==> config.mk <==
export PLATFORM = sky130hd
export DESIGN_NAME = and_16x1
export DESIGN_NICKNAME = d
export VERILOG_FILES = /design/src/rtl/and_16x1.sv
export SDC_FILE = /design/constraint.sdc
export NUM_CORES = 1
export LEC_CHECK = 0
export CORE_AREA = 2 2 39 41
export CTS_BUF_LIST = sky130_fd_sc_hd__clkbuf_16
export DETAILED_ROUTE_END_ITERATION = 16
export DIE_AREA = 0 0 41 43
export GPL_ROUTABILITY_DRIVEN = 0
export SLEW_MARGIN = 40
export SYNTH_ARGS = -nofsm -noshare
export SYNTH_HDL_FRONTEND = slang
export SYNTH_SLANG_ARGS = --single-unit
==> constraint.sdc <==
create_clock -name clk -period 1.2 [get_ports clk]
set_clock_uncertainty 0.15 [all_clocks]
set_input_delay 0.12 -clock clk [delete_from_list [all_inputs] [get_ports clk]]
set_output_delay 0.12 -clock clk [all_outputs]
set_load 0.05 [all_outputs]
==> src/rtl/and_16x1.sv <==
`default_nettype none
// ============================================================================
// Module      : and_16x1
// Description : AND reduction of two WIDTH-bit operands. y is 1 only when every
//               bit of a and every bit of b is 1.
//               Combinational outputs : y, and_vec (= a & b)
//               Registered outputs    : y_q, out_valid, PIPE_STAGES cycles
//                                       after an in_valid capture
//               Ports : clk, rst (sync, active-high), a, b, in_valid,
//                       y, and_vec, y_q, out_valid
// Revision    : 1.0 - initial release
// ============================================================================
module and_16x1 #(
    parameter int WIDTH       = 8,
    parameter int PIPE_STAGES = 1
) (
    input  logic             clk,
    input  logic             rst,
    input  logic [WIDTH-1:0] a,
    input  logic [WIDTH-1:0] b,
    input  logic             in_valid,
    output logic             y,
    output logic [WIDTH-1:0] and_vec,
    output logic             y_q,
    output logic             out_valid
);

    // The per-bit a & b forms the first tree level. The remaining levels reduce
    // and_vec as a heap-indexed binary tree: node k has children 2k and 2k+1,
    // the leaves sit at c_LEAVES..2*c_LEAVES-1, and the root is node 1.
    localparam int c_LEVELS = (WIDTH > 1) ? $clog2(WIDTH) : 0;
    localparam int c_LEAVES = 1 << c_LEVELS;

    logic [2*c_LEAVES-1:1] w_node;

    assign and_vec = a & b;

    // Leaves beyond WIDTH are tied to 1, the AND identity, so an odd operand
    // is effectively passed up the tree unchanged.
    generate
        for (genvar i = 0; i < c_LEAVES; i++) begin : g_leaf
            if (i < WIDTH) begin : g_real
                assign w_node[c_LEAVES+i] = and_vec[i];
            end else begin : g_pad
                assign w_node[c_LEAVES+i] = 1'b1;
            end
        end

        for (genvar k = 1; k < c_LEAVES; k++) begin : g_node
            assign w_node[k] = w_node[2*k] & w_node[2*k+1];
        end
    endgenerate

    assign y = w_node[1];

    // Registered path: shift of (valid, result) pairs. The result bit is
    // forced to 0 for bubbles so y_q is 0 whenever out_valid is 0.
    logic [PIPE_STAGES-1:0] r_valid;
    logic [PIPE_STAGES-1:0] r_res;

    always_ff @(posedge clk) begin
        if (rst) begin
            r_valid <= '0;
            r_res   <= '0;
        end else begin
            r_valid[0] <= in_valid;
            r_res[0]   <= in_valid & y;
            for (int s = 1; s < PIPE_STAGES; s++) begin
                r_valid[s] <= r_valid[s-1];
                r_res[s]   <= r_res[s-1];
            end
        end
    end

    assign out_valid = r_valid[PIPE_STAGES-1];
    assign y_q       = r_res[PIPE_STAGES-1];

endmodule
`default_nettype wire

==> run_summary.xml <==
<?xml version="1.0" encoding="UTF-8"?>
<metrics>
  <group name="run_status">
    <metric name="status" unit="">completed</metric>
  </group>
  <group name="power">
    <metric name="p_comb_frac" unit="">0.261</metric>
    <metric name="cellPowerDensity" unit="nW/µm²">1210</metric>
    <metric name="pwr-share-clk" unit="">0.647</metric>
    <metric name="total_switching_power" unit="mW">0.166</metric>
    <metric name="vdd_ir_max" unit="mV">0.350</metric>
    <metric name="leakage" unit="nW">0.280</metric>
    <metric name="internal" unit="mW">0.599</metric>
    <metric name="seq_power_share" unit="">0.092</metric>
    <metric name="switching_share" unit="">0.217</metric>
    <metric name="power.total" unit="mW">0.765</metric>
  </group>
  <group name="sta">
    <metric name="timing.fmax" unit="GHz">0.854</metric>
    <metric name="setup_violations" unit="">0</metric>
    <metric name="hold_viol_final" unit="">0</metric>
    <metric name="timing_worst_slew_pin_value" unit="ns">0.302</metric>
    <metric name="timing.slew.headroom" unit="">0.797</metric>
    <metric name="final_period_minus_worst_setup_slack" unit="ns">1.17</metric>
    <metric name="period_utilization_post_route" unit="">0.976</metric>
    <metric name="timing.final.max_slew_violations" unit="">0</metric>
    <metric name="rsz_0062_raised_after_global_routing" unit="">true</metric>
  </group>
  <group name="cts">
    <metric name="clockBufferDepth" unit="">2</metric>
    <metric name="clkSlewWorstSetupHoldPaths" unit="ns">0.03</metric>
    <metric name="tritoncts" unit="">yes</metric>
    <metric name="clockRootBuffer" unit="">sky130_fd_sc_hd__clkbuf_16</metric>
    <metric name="clock_tree.htree_level_count" unit="">1</metric>
    <metric name="cts.sinks" unit="">2</metric>
    <metric name="cts-buffers-inserted" unit="">3</metric>
  </group>
  <group name="worst_setup_path">
    <metric name="cp-start-kind" unit="">input pin</metric>
    <metric name="critical_path_arrival" unit="ns">0.90</metric>
    <metric name="cp_slowest_stage_delay" unit="ns">0.39</metric>
    <metric name="cp-end-kind" unit="">primary output</metric>
    <metric name="critPathSlowestCell" unit="">sky130_fd_sc_hd__nor4_4</metric>
    <metric name="timing.critical_path.from" unit="">b[4]</metric>
    <metric name="critical_path_class" unit="">input pin to primary output</metric>
    <metric name="worstPathRequired" unit="ns">0.93</metric>
    <metric name="crit_path_max_fanout" unit="">2</metric>
    <metric name="path_cells" unit="">buf_6 -&gt; nand4_1 -&gt; nor4_4 -&gt; buf_12</metric>
  </group>
  <group name="final_layout">
    <metric name="layout.nets" unit="">71</metric>
    <metric name="syn2layout_area_growth" unit="%">329</metric>
    <metric name="drive_gt1_frac" unit="">0.600</metric>
    <metric name="post-route-util" unit="">0.458</metric>
    <metric name="nFillCells" unit="">138</metric>
    <metric name="insertedDiodeCount" unit="">0</metric>
    <metric name="final_cell_area" unit="µm²">633</metric>
    <metric name="stdcell_count" unit="">66</metric>
  </group>
  <group name="synth">
    <metric name="ys_ff_latch" unit="">2</metric>
    <metric name="seq_area_frac_synth" unit="">0.271</metric>
    <metric name="synth_cells" unit="">17</metric>
    <metric name="mappedNetlistArea" unit="µm²">148</metric>
    <metric name="synth.distinct_cells" unit="">7</metric>
    <metric name="ys.warnings.count" unit="">0</metric>
    <metric name="syn-num-nets" unit="">36</metric>
    <metric name="synth_area_per_cell" unit="µm²">8.68</metric>
  </group>
  <group name="placement">
    <metric name="placed_cell_area" unit="µm²">577</metric>
    <metric name="place_inst" unit="">62</metric>
    <metric name="port_buffers" unit="">29</metric>
  </group>
  <group name="die">
    <metric name="starting_density_of_the_core" unit="">0.107</metric>
    <metric name="boundaryPins" unit="">30</metric>
    <metric name="fp.coreArea" unit="µm²">1380</metric>
    <metric name="fp-row-count" unit="">14</metric>
    <metric name="die_h" unit="µm">43</metric>
    <metric name="die_w" unit="µm">41</metric>
    <metric name="floorplan.die_area" unit="µm²">1760</metric>
  </group>
  <group name="grt">
    <metric name="first_pass_grt_wire_length" unit="µm">1010</metric>
    <metric name="grtUsageTotal" unit="">0.0921</metric>
    <metric name="number_of_antenna_violations_at_the_first_check_in_global_routing" unit="">0</metric>
    <metric name="first_global_vias" unit="">264</metric>
    <metric name="largest_net_degree_at_the_start_of_global_routing" unit="">3</metric>
    <metric name="global_route.overflow_total" unit="">0</metric>
  </group>
  <group name="worst_hold_path">
    <metric name="holdCritStartpoint" unit="">a[1]</metric>
    <metric name="min-delay-path-class" unit="">input pin to register</metric>
    <metric name="whs_path_depth" unit="">4</metric>
  </group>
  <group name="drt">
    <metric name="highest_layer" unit="">met4</metric>
    <metric name="final_antenna_net_count" unit="">0</metric>
    <metric name="postRouteWirelength" unit="µm">606</metric>
    <metric name="detail_route.iter0.violations" unit="">4</metric>
    <metric name="first_pass_iters" unit="">2</metric>
    <metric name="detailroute.wirelength.met3" unit="µm">100</metric>
    <metric name="post-route-drc-count" unit="">0</metric>
    <metric name="met1_length" unit="µm">174</metric>
    <metric name="routed_wire_length_per_instance" unit="µm">9.18</metric>
    <metric name="vias" unit="">261</metric>
    <metric name="route.detailed.vias_per_inst" unit="">3.95</metric>
    <metric name="dr_wl_met2" unit="µm">300</metric>
  </group>
  <group name="run">
    <metric name="drv_cap" unit="">0</metric>
  </group>
</metrics>
==> through the flow <==
stage                     setup TNS [ns]  setup WS (ns)  hold WS, ns
final                                  0         0.0291        0.193
after global placement            -0.662         -0.365        0.419
after global routing             -0.0354        -0.0354        0.222
after detailed placement          -0.689         -0.380        0.419
after floorplan                   -0.152         -0.151       0.0491
after CTS                              0        0.00528        0.202
==> synth_stat cells <==
cell type                 number  area (µm²)
sky130_fd_sc_hd__dfxtp_1       2        40.0
sky130_fd_sc_hd__nand4_1       3        18.8
sky130_fd_sc_hd__nor4_2        1        12.5
sky130_fd_sc_hd__nand4_2       1        12.5
sky130_fd_sc_hd__nor2b_1       1        6.26
sky130_fd_sc_hd__and2_1        8        50.1
sky130_fd_sc_hd__and2_2        1        7.51
==> layout by cell type, fill, tap and decap left out <==
| cell type | instances |
|---|---|
| sky130_fd_sc_hd__clkbuf_16 | 3 |
| sky130_fd_sc_hd__and2_2 | 1 |
| sky130_fd_sc_hd__nand4_1 | 3 |
| sky130_fd_sc_hd__dfxtp_1 | 2 |
| sky130_fd_sc_hd__clkdlybuf4s50_1 | 2 |
| sky130_fd_sc_hd__buf_2 | 8 |
| sky130_fd_sc_hd__buf_4 | 1 |
| sky130_fd_sc_hd__nand4_4 | 1 |
| sky130_fd_sc_hd__nor4_4 | 1 |
| sky130_fd_sc_hd__nor2b_1 | 1 |
| sky130_fd_sc_hd__clkdlybuf4s15_1 | 4 |
| sky130_fd_sc_hd__and2_1 | 8 |
| sky130_fd_sc_hd__buf_6 | 4 |
| sky130_fd_sc_hd__buf_12 | 11 |
==> per-layer routing <==
layer	GRT usage	vias up
li1	-	127
met1	0.0732	108
met2	0.138	21
met3	0.0524	5
met4	0.100	0
met5	0	-
==> area by class of cell <==
type	instances	area, µm²	area share
repair buffers	30	373	0.589
multi-input cells	15	125	0.198
clock buffers	3	75.1	0.119
flip-flops and latches	2	40.0	0.0632
well taps	16	20.0	0.0316
==> path summary, 6_finish.rpt <==
check,slack [ns],endpoint
worst max-delay path,0.03,y
worst min-delay path,0.19,y_q$_SDFF_PP0_
==> cell families (layout without fill, tap and decap cells) <==
| family | Yosys count | after routing | share of synthesized area |
|---|---|---|---|
| flops | 2 | 2 | 0.271 |
| simple gates | 15 | 15 | 0.729 |
| buf+inv | 0 | 33 | 0 |
==> worst max-delay path, delay by kind of cell <==
| kind | cells | cell delay [ns] |
|---|---|---|
| simple gates | 2 | 0.53 |
| buf+inv | 2 | 0.25 |
==> sequential cells by signal (all words and copies together), names as in the netlist <==
signal and cells:
y_q 1, out_valid 1
==> power by group through the flow <==
stage	Sequential (mW)	Combinational, mW	Clock (mW)
2_1_floorplan	0.0765	0.0672	0
3_3_place_gp	0.0711	0.210	0
3_5_place_dp	0.0711	0.210	0
4_1_cts	0.0703	0.191	0.500
5_1_grt	0.0704	0.209	0.509
6_report	0.0702	0.200	0.495
==> repair_timing <==
item | CTS | global route
hold buffers | 0 | 0
resized for setup | 52 | 5
endpoints found under the setup margin | 4 | 1
buffers inserted | 0 | 1
pin swaps | 5 | 2
Note: power is estimated with default switching activity, not from simulation.
